### src/rtl/mmio_bus_pkg.sv
// Shared types and defaults for the MMIO bus bridge.
// Optional feature macro: BRIDGE_TIMEOUT_EN (wait-state timeout).
package mmio_bus_pkg;

  typedef enum logic [1:0] {
    ST_IDLE,
    ST_REQ,
    ST_WAIT,
    ST_RESP
  } state_e;

  localparam logic [31:0] BRG_BASE_DEF  = 32'hC000_0000;
  localparam logic [31:0] ERR_RDATA_DEF = 32'hDEAD_BEEF;

  localparam int unsigned SLV_MMIO  = 0;
  localparam int unsigned SLV_VIDEO = 1;

  // Timeout counter width, clamped to 8..16 bits.
  function automatic int tmo_cnt_w(input int unsigned t);
    int w;
    w = $clog2(t + 1);
    if (w < 8) w = 8;
    if (w > 16) w = 16;
    return w;
  endfunction

endpackage

### src/rtl/mmio_addr_decode.sv
// Combinational I/O window decode for the MMIO bus bridge.
// Produces window hit, slave select, unmapped flag and slave word address.
module mmio_addr_decode #(
  parameter logic [31:0] BRG_BASE = 32'hC000_0000,
  parameter int unsigned N_SLV    = 4,
  parameter int unsigned SEL_W    = 4,
  parameter int unsigned SLV_AW   = 21
) (
  input  logic [31:0]       i_addr,
  output logic              o_hit,
  output logic [SEL_W-1:0]  o_sel,
  output logic              o_unmapped,
  output logic [SLV_AW-1:0] o_saddr
);

  logic w_unused;

  assign o_hit      = (i_addr[31:24] == BRG_BASE[31:24]);
  assign o_sel      = i_addr[23 -: SEL_W];
  assign o_unmapped = (32'(o_sel) >= N_SLV);
  assign o_saddr    = i_addr[SLV_AW+1:2];
  assign w_unused   = ^i_addr;

endmodule

### src/rtl/mmio_bus_bridge.sv
// CPU-to-multi-slave MMIO bridge with wait states and bus errors.
// Define BRIDGE_TIMEOUT_EN to build the wait-state timeout counter.
module mmio_bus_bridge
  import mmio_bus_pkg::*;
#(
  parameter logic [31:0] BRG_BASE  = BRG_BASE_DEF,
  parameter int unsigned N_SLV     = 4,
  parameter int unsigned SEL_W     = 4,
  parameter int unsigned SLV_AW    = 21,
  parameter int unsigned TIMEOUT   = 255,
  parameter logic [31:0] ERR_RDATA = ERR_RDATA_DEF
) (
  input  logic                  clk,
  input  logic                  resetn,
  input  logic [31:0]           io_addr,
  input  logic                  io_rd_strobe,
  input  logic                  io_wr_strobe,
  input  logic [31:0]           io_wdata,
  input  logic [3:0]            io_wmask,
  output logic [31:0]           io_rdata,
  output logic                  io_done,
  output logic                  io_busy,
  output logic                  io_err,
  output logic [N_SLV-1:0]      s_cs,
  output logic                  s_rd,
  output logic                  s_wr,
  output logic [SLV_AW-1:0]     s_addr,
  output logic [31:0]           s_wdata,
  output logic [3:0]            s_wmask,
  input  logic [N_SLV*32-1:0]   s_rdata,
  input  logic [N_SLV-1:0]      s_ready
);

  state_e              r_state;
  logic [SEL_W-1:0]    r_sel;
  logic [SLV_AW-1:0]   r_addr;
  logic [31:0]         r_wdata;
  logic [31:0]         r_rdata;
  logic [3:0]          r_wmask;
  logic                r_wr;
  logic                r_err;

  logic                w_hit;
  logic [SEL_W-1:0]    w_sel;
  logic                w_unmapped;
  logic [SLV_AW-1:0]   w_saddr;
  logic                w_strobe;
  logic                w_act;
  logic                w_rdy;
  logic [31:0]         w_sdata;
  logic                w_to;

  mmio_addr_decode #(
    .BRG_BASE (BRG_BASE),
    .N_SLV    (N_SLV),
    .SEL_W    (SEL_W),
    .SLV_AW   (SLV_AW)
  ) u_dec (
    .i_addr     (io_addr),
    .o_hit      (w_hit),
    .o_sel      (w_sel),
    .o_unmapped (w_unmapped),
    .o_saddr    (w_saddr)
  );

  assign w_strobe = io_rd_strobe | io_wr_strobe;
  assign w_act    = (r_state == ST_REQ) || (r_state == ST_WAIT);

  // Only the registered select can steer ready/data into the bridge.
  always_comb begin
    w_rdy   = 1'b0;
    w_sdata = '0;
    s_cs    = '0;
    for (int i = 0; i < int'(N_SLV); i++) begin
      if (r_sel == SEL_W'(i)) begin
        w_rdy   = s_ready[i];
        w_sdata = s_rdata[32*i +: 32];
        s_cs[i] = w_act;
      end
    end
  end

`ifdef BRIDGE_TIMEOUT_EN
  localparam int CNT_W = tmo_cnt_w(TIMEOUT);

  logic [CNT_W-1:0] r_cnt;

  assign w_to = (r_cnt == CNT_W'(TIMEOUT - 1));

  always_ff @(posedge clk) begin
    if (!resetn) begin
      r_cnt <= '0;
    end else if (r_state == ST_IDLE) begin
      r_cnt <= '0;
    end else if (w_act) begin
      r_cnt <= r_cnt + 1'b1;
    end
  end
`else
  localparam int unsigned TMO_UNUSED = TIMEOUT;

  assign w_to = 1'b0;
`endif

  always_ff @(posedge clk) begin
    if (!resetn) begin
      r_state <= ST_IDLE;
      r_sel   <= '0;
      r_addr  <= '0;
      r_wdata <= '0;
      r_wmask <= '0;
      r_rdata <= '0;
      r_wr    <= 1'b0;
      r_err   <= 1'b0;
    end else begin
      unique case (r_state)
        ST_IDLE: begin
          if (w_hit && w_strobe) begin
            r_sel   <= w_sel;
            r_addr  <= w_saddr;
            r_wdata <= io_wdata;
            r_wmask <= io_wmask;
            r_wr    <= io_wr_strobe;
            r_err   <= w_unmapped;
            r_rdata <= (w_unmapped && !io_wr_strobe) ? ERR_RDATA : '0;
            r_state <= w_unmapped ? ST_RESP : ST_REQ;
          end
        end
        ST_REQ, ST_WAIT: begin
          // Ready beats a simultaneous timeout.
          if (w_rdy) begin
            r_rdata <= r_wr ? '0 : w_sdata;
            r_state <= ST_RESP;
          end else if (w_to) begin
            r_err   <= 1'b1;
            r_rdata <= r_wr ? '0 : ERR_RDATA;
            r_state <= ST_RESP;
          end else begin
            r_state <= ST_WAIT;
          end
        end
        ST_RESP: r_state <= ST_IDLE;
        default: r_state <= ST_IDLE;
      endcase
    end
  end

  assign io_busy  = (r_state != ST_IDLE);
  assign io_done  = (r_state == ST_RESP);
  assign io_err   = io_done & r_err;
  assign io_rdata = io_done ? r_rdata : '0;

  assign s_rd    = w_act & ~r_wr;
  assign s_wr    = w_act & r_wr;
  assign s_addr  = r_addr;
  assign s_wdata = r_wdata;
  assign s_wmask = r_wmask;

endmodule

### config.mk
export PLATFORM = sky130hd
export DESIGN_NAME = mmio_bus_bridge
export DESIGN_NICKNAME = d
export VERILOG_FILES = /design/src/rtl/mmio_bus_pkg.sv /design/src/rtl/mmio_addr_decode.sv /design/src/rtl/mmio_bus_bridge.sv
export SDC_FILE = /design/constraint.sdc
export NUM_CORES = 1
export LEC_CHECK = 0
export ABC_CLOCK_PERIOD_IN_PS = 2400
export CAP_MARGIN = 20
export CORE_ASPECT_RATIO = 1.25
export CORE_MARGIN = 4
export CORE_UTILIZATION = 38
export CTS_CLUSTER_SIZE = 8
export DETAILED_ROUTE_END_ITERATION = 12
export PLACE_DENSITY = 0.81
export REMOVE_ABC_BUFFERS = 1
export SKIP_LAST_GASP = 1
export SYNTH_ARGS = -nofsm -noshare
export SYNTH_HDL_FRONTEND = slang
export SYNTH_HIERARCHICAL = 1
export SYNTH_SLANG_ARGS = --single-unit
### constraint.sdc
create_clock -name clk -period 2.4 [get_ports clk]
set_input_delay 0.48 -clock clk [delete_from_list [all_inputs] [get_ports clk]]
set_output_delay 0.48 -clock clk [all_outputs]
set_load 0.01 [all_outputs]
# --- Word-level counts from Yosys, hierarchy flattened ---
# Index checks and enable logic that the tools add are counted.
word_totals:
  ff_bits: 97
  latch_bits: 0
  ram_bits: 0
  rom_bits: 0
  out_inout_bits: 98
  wordCells: 56
  n_memories: 0
classes:
  n_addsub: 0
  multipliers: 0
  div: 0
  n_lt_le_gt_ge: 1
  n_eq_ne: 9
  shifts: 0
  mux: 22
  bitwise_logic: 5
  reduce_logical: 11
ops:
  columns: ["op", "n"]
  rows:
  - ["two-way mux 32 bit", 9]
  - ["case mux 32 bit (2 select lines)", 1]
  - ["two-way mux 1 bit", 9]
  - ["equality test 4 x 2 -> 1 bit (second input constant)", 2]
  - ["equality test 8 bit (second input constant)", 1]
  - ["case mux 2 bit (3 select lines)", 1]
  - ["equality test 2 bit (second input constant)", 2]
  - ["equality test 4 x 1 -> 1 bit (second input constant)", 1]
  - [">= comparator 4 x 3 -> 1 bit (second input constant)", 1]
  - ["logical NOT 4 bit", 1]
  - ["two-way mux 2 bit", 2]
  - ["!= test 2 bit (second input constant)", 2]
  - ["nonzero test 2 bit", 2]
  - ["bitwise AND 1 bit", 3]
  - ["AND reduction 3 bit", 1]
  - ["equality test 2 x 1 -> 1 bit (second input constant)", 1]
  - ["logical AND 1 bit", 2]
  - ["logical NOT 2 bit", 1]
  - ["AND reduction 2 bit", 1]
  - ["OR reduction 2 bit", 1]
  - ["logical NOT 1 bit", 1]
  - ["logical OR 1 bit", 1]
  - ["NOT 1 bit", 1]
  - ["OR 1 bit", 1]

# --- Depth between registers and ports, before layout ---
logic_depth:
  depth_word: 8
  mapped_depth: 7
  mapped_depth_nobuf: 6

# --- Modules after synthesis ---
# Netlist, hierarchy kept.
modules_own_cells:
  columns: ["mod", "instances", "cells_per_inst", "area_each_um2"]
  rows:
  - ["mmio_bus_bridge", 1, 576, 4853.4]
  - ["mmio_addr_decode", 1, 29, 217.7]

# --- Worst setup path before layout ---
# OpenSTA, ideal clock, no wires.
synth_path:
  path_type: "input to register"
  startpoint: "input io_addr[25]"
  endpoint: "register r_wdata[14], in the netlist s_wdata[14]"
  setup_ps: 70
  t_arrival_ps: 2114
  required_time_ps: 2330
  path_slack_ps: 216
  cell_stages: 7
  cell_sequence: "or4_1 > nor4_2 > o21ai_1 > nor2_1 > clkbuf_1 > nand2_1 > a21oi_1"
synth_via:
  elab_chain_cells: 3
synth_rtl:
  columns: ["element", "line_no", "text"]
  rows:
  - ["from (decl)", "mmio_bus_bridge.sv:15", "input logic [31:0] io_addr,"]
  - ["equality test 8 bit", "mmio_addr_decode.sv:18", "assign o_hit = (i_addr[31:24] == BRG_BASE[31:24]);"]
  - ["named net w_hit", "mmio_bus_bridge.sv:43", "logic w_hit;"]
  - ["logical AND 1 bit", "mmio_bus_bridge.sv:118", "if (w_hit && w_strobe) begin"]
  - ["AND reduction 2 bit (no line)", null, null]
  - ["to (signal assigned)", "mmio_bus_bridge.sv:121", "r_wdata <= io_wdata;"]
  - ["to (decl)", "mmio_bus_bridge.sv:37", "logic [31:0] r_wdata;"]
# The timed path passes the listed nets, and every way through them passes these cells.
# A chain may end at the register's enable or synchronous reset.

# --- Worst setup path in the final report ---
layout_path:
  startpoint: "input io_addr[25]"
  endpoint: "register r_rdata[8]"
layout_via:
  elab_chain_cells: 4
layout_rtl:
  columns: ["element", "line_no", "text"]
  rows:
  - ["equality test 8 bit", "mmio_addr_decode.sv:18", null]
  - ["named net w_hit", "mmio_bus_bridge.sv:43", null]
  - ["logical AND 1 bit", "mmio_bus_bridge.sv:118", null]
  - ["!= test 2 bit (no line)", null, null]
  - ["AND reduction 3 bit (no line)", null, null]
  - ["to (signal assigned)", "mmio_bus_bridge.sv:125", "r_rdata <= (w_unmapped && !io_wr_strobe) ? ERR_RDATA : '0;"]
  - ["to (signal assigned)", "mmio_bus_bridge.sv:132", "r_rdata <= r_wr ? '0 : w_sdata;"]
  - ["to (signal assigned)", "mmio_bus_bridge.sv:136", "r_rdata <= r_wr ? '0 : ERR_RDATA;"]
  - ["to (decl)", "mmio_bus_bridge.sv:38", "logic [31:0] r_rdata;"]
# The timed path passes the listed nets, and every way through them passes these cells.

==> results by group <==
Floorplanning
  • Die Y-Extent: 137 µm
  • Std-Cell Rows: 46
  • Area of the die: 15,300 µm²
  • Die X: 111 µm
  • IO Pins: 302
  • Initial Util: 39.3%
  • Core ar.: about 13,000 µm²

STA
  • Setup violators final: 0
  • Slew Limit Fails: 0
  • Accumulated negative setup slack: 0 ns
  • Final hold vios: 0
  • Hold slack: 0.453 ns
  • Tmin final: around 2.3 ns
  • Unrepaired setup endpoints after global routing: yes
  • Slew of the pin with the lowest slew margin: 0.454 ns
  • Final Cycle Share: 96.9%
  • Slew headroom: 69.7%
  • Clock skew: 0.00857 ns
  • FMAX: ~430 MHz

Logic synthesis
  • Mapped Avg Cell Area: 8.38 µm²
  • Top cells by area, synth: dfxtp_1 (38%), nand2_1 (10%), mux2_2 (6.4%)
  • Yosys cell types: 38
  • Main flop type after synthesis: dfxtp_1
  • Top-count cell post-synth: nand2_1
  • Mux cell area share after synthesis: about a tenth
  • XOR/XNOR Fraction of Synth Area: 0%
  • Combinational family with the most area after synthesis: simple AND/OR/NAND/NOR gates
  • Number of synthesized flops with an enable pin: 0
  • Synth warnings: 6
  • #FFs+latches synth: 97
  • Mapped Cells: 605
  • Synth Area in Simple Gates: approximately 23%
  • Fraction of the mapped netlist area in adder cells: less than 1%
  • Commonest cells in the netlist: nand2_1 (138), dfxtp_1 (97), a21oi_1 (64), nor2_1 (64), and2_1 (34)
  • Seq/Total Area, Yosys: 38.3%
  • Asr flop ratio synth: 0%
  • Synth Cell Area: just over 5000 µm²
  • Post-synthesis compound-gate area fraction: 20.5%
  • Top cell type's share of synthesized area: roughly two fifths
  • Area leader, netlist: dfxtp_1

Power and ir drop
  • Lkg Pwr: 3.03 nW
  • PD cells: 489 nW/µm²
  • Clock power frac: about 34%
  • Comb pwr share: between 20% and 30%
  • Seq pwr share: approximately two fifths
  • P_sw: 1.13 mW
  • Net switching fraction of the power: a little over a quarter
  • Pint: roughly 3.0 mW
  • Worst vdd ir: 362 µV

Critical path
  • Crit-path cells: clkdlybuf4s50_1, or4_4, nor4_4, o211ai_1, buf_4, a21boi_4, buf_12, mux2i_2
  • Req. time, crit path: 2.65 ns
  • Worst path slowest cell: or4_4
  • Max incr delay on CP: 0.43 ns
  • CP startpoint kind: input pin
  • Nature of the critical path endpoint: register
  • Delay-heaviest family, CP: buffers and inverters
  • Crit Path Class: input pin to register
  • CP Data Arrival Time: around 2.6 ns
  • Crit path buf inv count: 3
  • Max FO, Critical Path: 8

Global routing
  • Initial antenna violation count: 5
  • Vias in the first global route: slightly above 5,000
  • Total gr overflow: 0
  • Largest net degree at the start of global routing: 38
  • GRT Total Usage: 22.1%
  • First-pass GRT wire length: 27.0 mm

Job
  • Max Cap Viol: 0

Detailed routing
  • Number of DRC markers in iteration 0: 169
  • Via count: 5,135
  • Final WL: 17.8 mm
  • Wirelength per Cell: 17.1 µm
  • # DRC: 0
  • DRT Pass-1 Iters: 7
  • Drt via density: 4.94
  • Antenna-violating nets left: 0

Placement
  • DP Wirelength: 13.5 mm
  • IO buf count: approximately 300
  • Placer Congestion: just under 0.8

CTS
  • Post-CTS setup buffers: 0
  • CTS H-Tree Depth: 3
  • Clk_lat worst skew: 0.34 ns
  • # clock sinks: between 90 and 100
  • CTS Hold Buffers Added: 0
  • Clock buffer count from CTS: 9
  • Maximum clock insertion buffer count: 2
  • Root Buffer: clkbuf_16
  • Clk pin slew, worst setup/hold paths: 0.07 ns
  • CTS tree: yes

Cells and area
  • Nets: 1,073
  • Area grow syn2layout: 67.1%
  • Antenna fix cells: 0
  • Layout cell share with drive strength beyond 1: 12.2%

Min path
  • Hold Crit Class: register to register

Status
  • Status: completed
==> timing repair <==
item / CTS / global route
gates resized for setup: 4 / 17
pin swaps: 0 / 4
endpoints found under the setup margin: 3 / 8
gates cloned: 0 / 2
==> cells by family after synthesis <==
| group | after synthesis |
|---|---|
| compound gates | 127 |
| mux | 43 |
| flops | 97 |
| fa+ha+maj | 2 |
| simple gates | 257 |
| buf+inv | 79 |
==> worst paths after layout <==
check	from	to	slack, ns	cells after the start
setup / recovery	io_addr[25]	r_rdata[8]	0.08	8
hold / removal	s_wdata[28]	s_wdata[28]	0.45	2
setup reg to reg	r_state[0]	r_rdata[8]	0.26	8
hold reg to reg	s_wdata[28]	s_wdata[28]	0.45	2
==> metal layers <==
layer	vias up	wire length [µm]	track usage, %	share of wire, %
met1	2290	6750	24.6	38
met4	10	184	4.60	1.0
met5	-	62	0	0.35
met2	237	8650	37.9	48
li1	2578	-	-	-
met3	20	2180	11.9	12
==> sequential cells by signal, summed over array words and instances, names as in the netlist <==
name / cells
s_addr: 21
r_state: 2
s_wdata: 32
s_wmask: 4
r_sel: 4
r_rdata: 32
r_err: 1
r_wr: 1
==> area by class of cell <==
type,count,area [µm²]
Clock buffer,10,229
Clock inverter,6,56.3
Fill cell,1103,4420
Inverter,5,18.8
Multi-Input combinational cell,429,2710
Sequential cell,97,1940
Tap cell,168,210
Timing Repair Buffer,325,3310
==> cell usage in the layout (no fill, tap or decap), types with 3 or more instances in the layout <==
| cell | synthesis | final |
|---|---|---|
| o22ai_1 | 8 | 8 |
| clkbuf_16 | 0 | 11 |
| or3_1 | 9 | 9 |
| mux2_2 | 29 | 29 |
| mux2_1 | 4 | 4 |
| inv_2 | 3 | 3 |
| and2_1 | 34 | 34 |
| o221ai_2 | 20 | 20 |
| o221ai_1 | 5 | 5 |
| o221a_1 | 24 | 24 |
| dfxtp_1 | 97 | 95 |
| nor2_1 | 64 | 63 |
| clkdlybuf4s50_1 | 0 | 289 |
| a21oi_1 | 64 | 64 |
| mux2i_1 | 10 | 9 |
| dlymetal6s2s_1 | 0 | 7 |
| buf_12 | 0 | 6 |
| buf_4 | 26 | 17 |
| nand2_1 | 138 | 138 |
==> metrics by stage <==
stage               setup slack (ns)  instance area (µm²)  std cells  power [mW]  utilization, %
floorplan                      -1.67                 4640        531        2.18               -
global placement              -0.265                 8110       1022        2.78            62.9
detailed placement            -0.269                 8110       1022        2.79            62.9
CTS                          -0.0140                 8390       1038        4.19            65.1
global route                 -0.0184                 8470       1040        4.35            65.7
finish                        0.0753                 8470       1040        4.14            65.7
==> power by group through the flow <==
| stage | clock [mW] | combinational, mW | sequential, mW |
|---|---|---|---|
| floorplan | 0 | 0.475 | 1.70 |
| global placement | 0 | 1.07 | 1.70 |
| detailed placement | 0 | 1.08 | 1.71 |
| CTS | 1.44 | 1.08 | 1.67 |
| global route | 1.51 | 1.17 | 1.67 |
| finish | 1.39 | 1.08 | 1.67 |
==> worst min-delay path, delay by kind of cell, from the launching register on <==
family	cells	cell delay, ns
flip-flops	1	0.31
AO/OA/AOI/OAI	1	0.05
AND/OR/NAND/NOR	1	0.05
No activity file was read; power rests on OpenSTA's default activity.
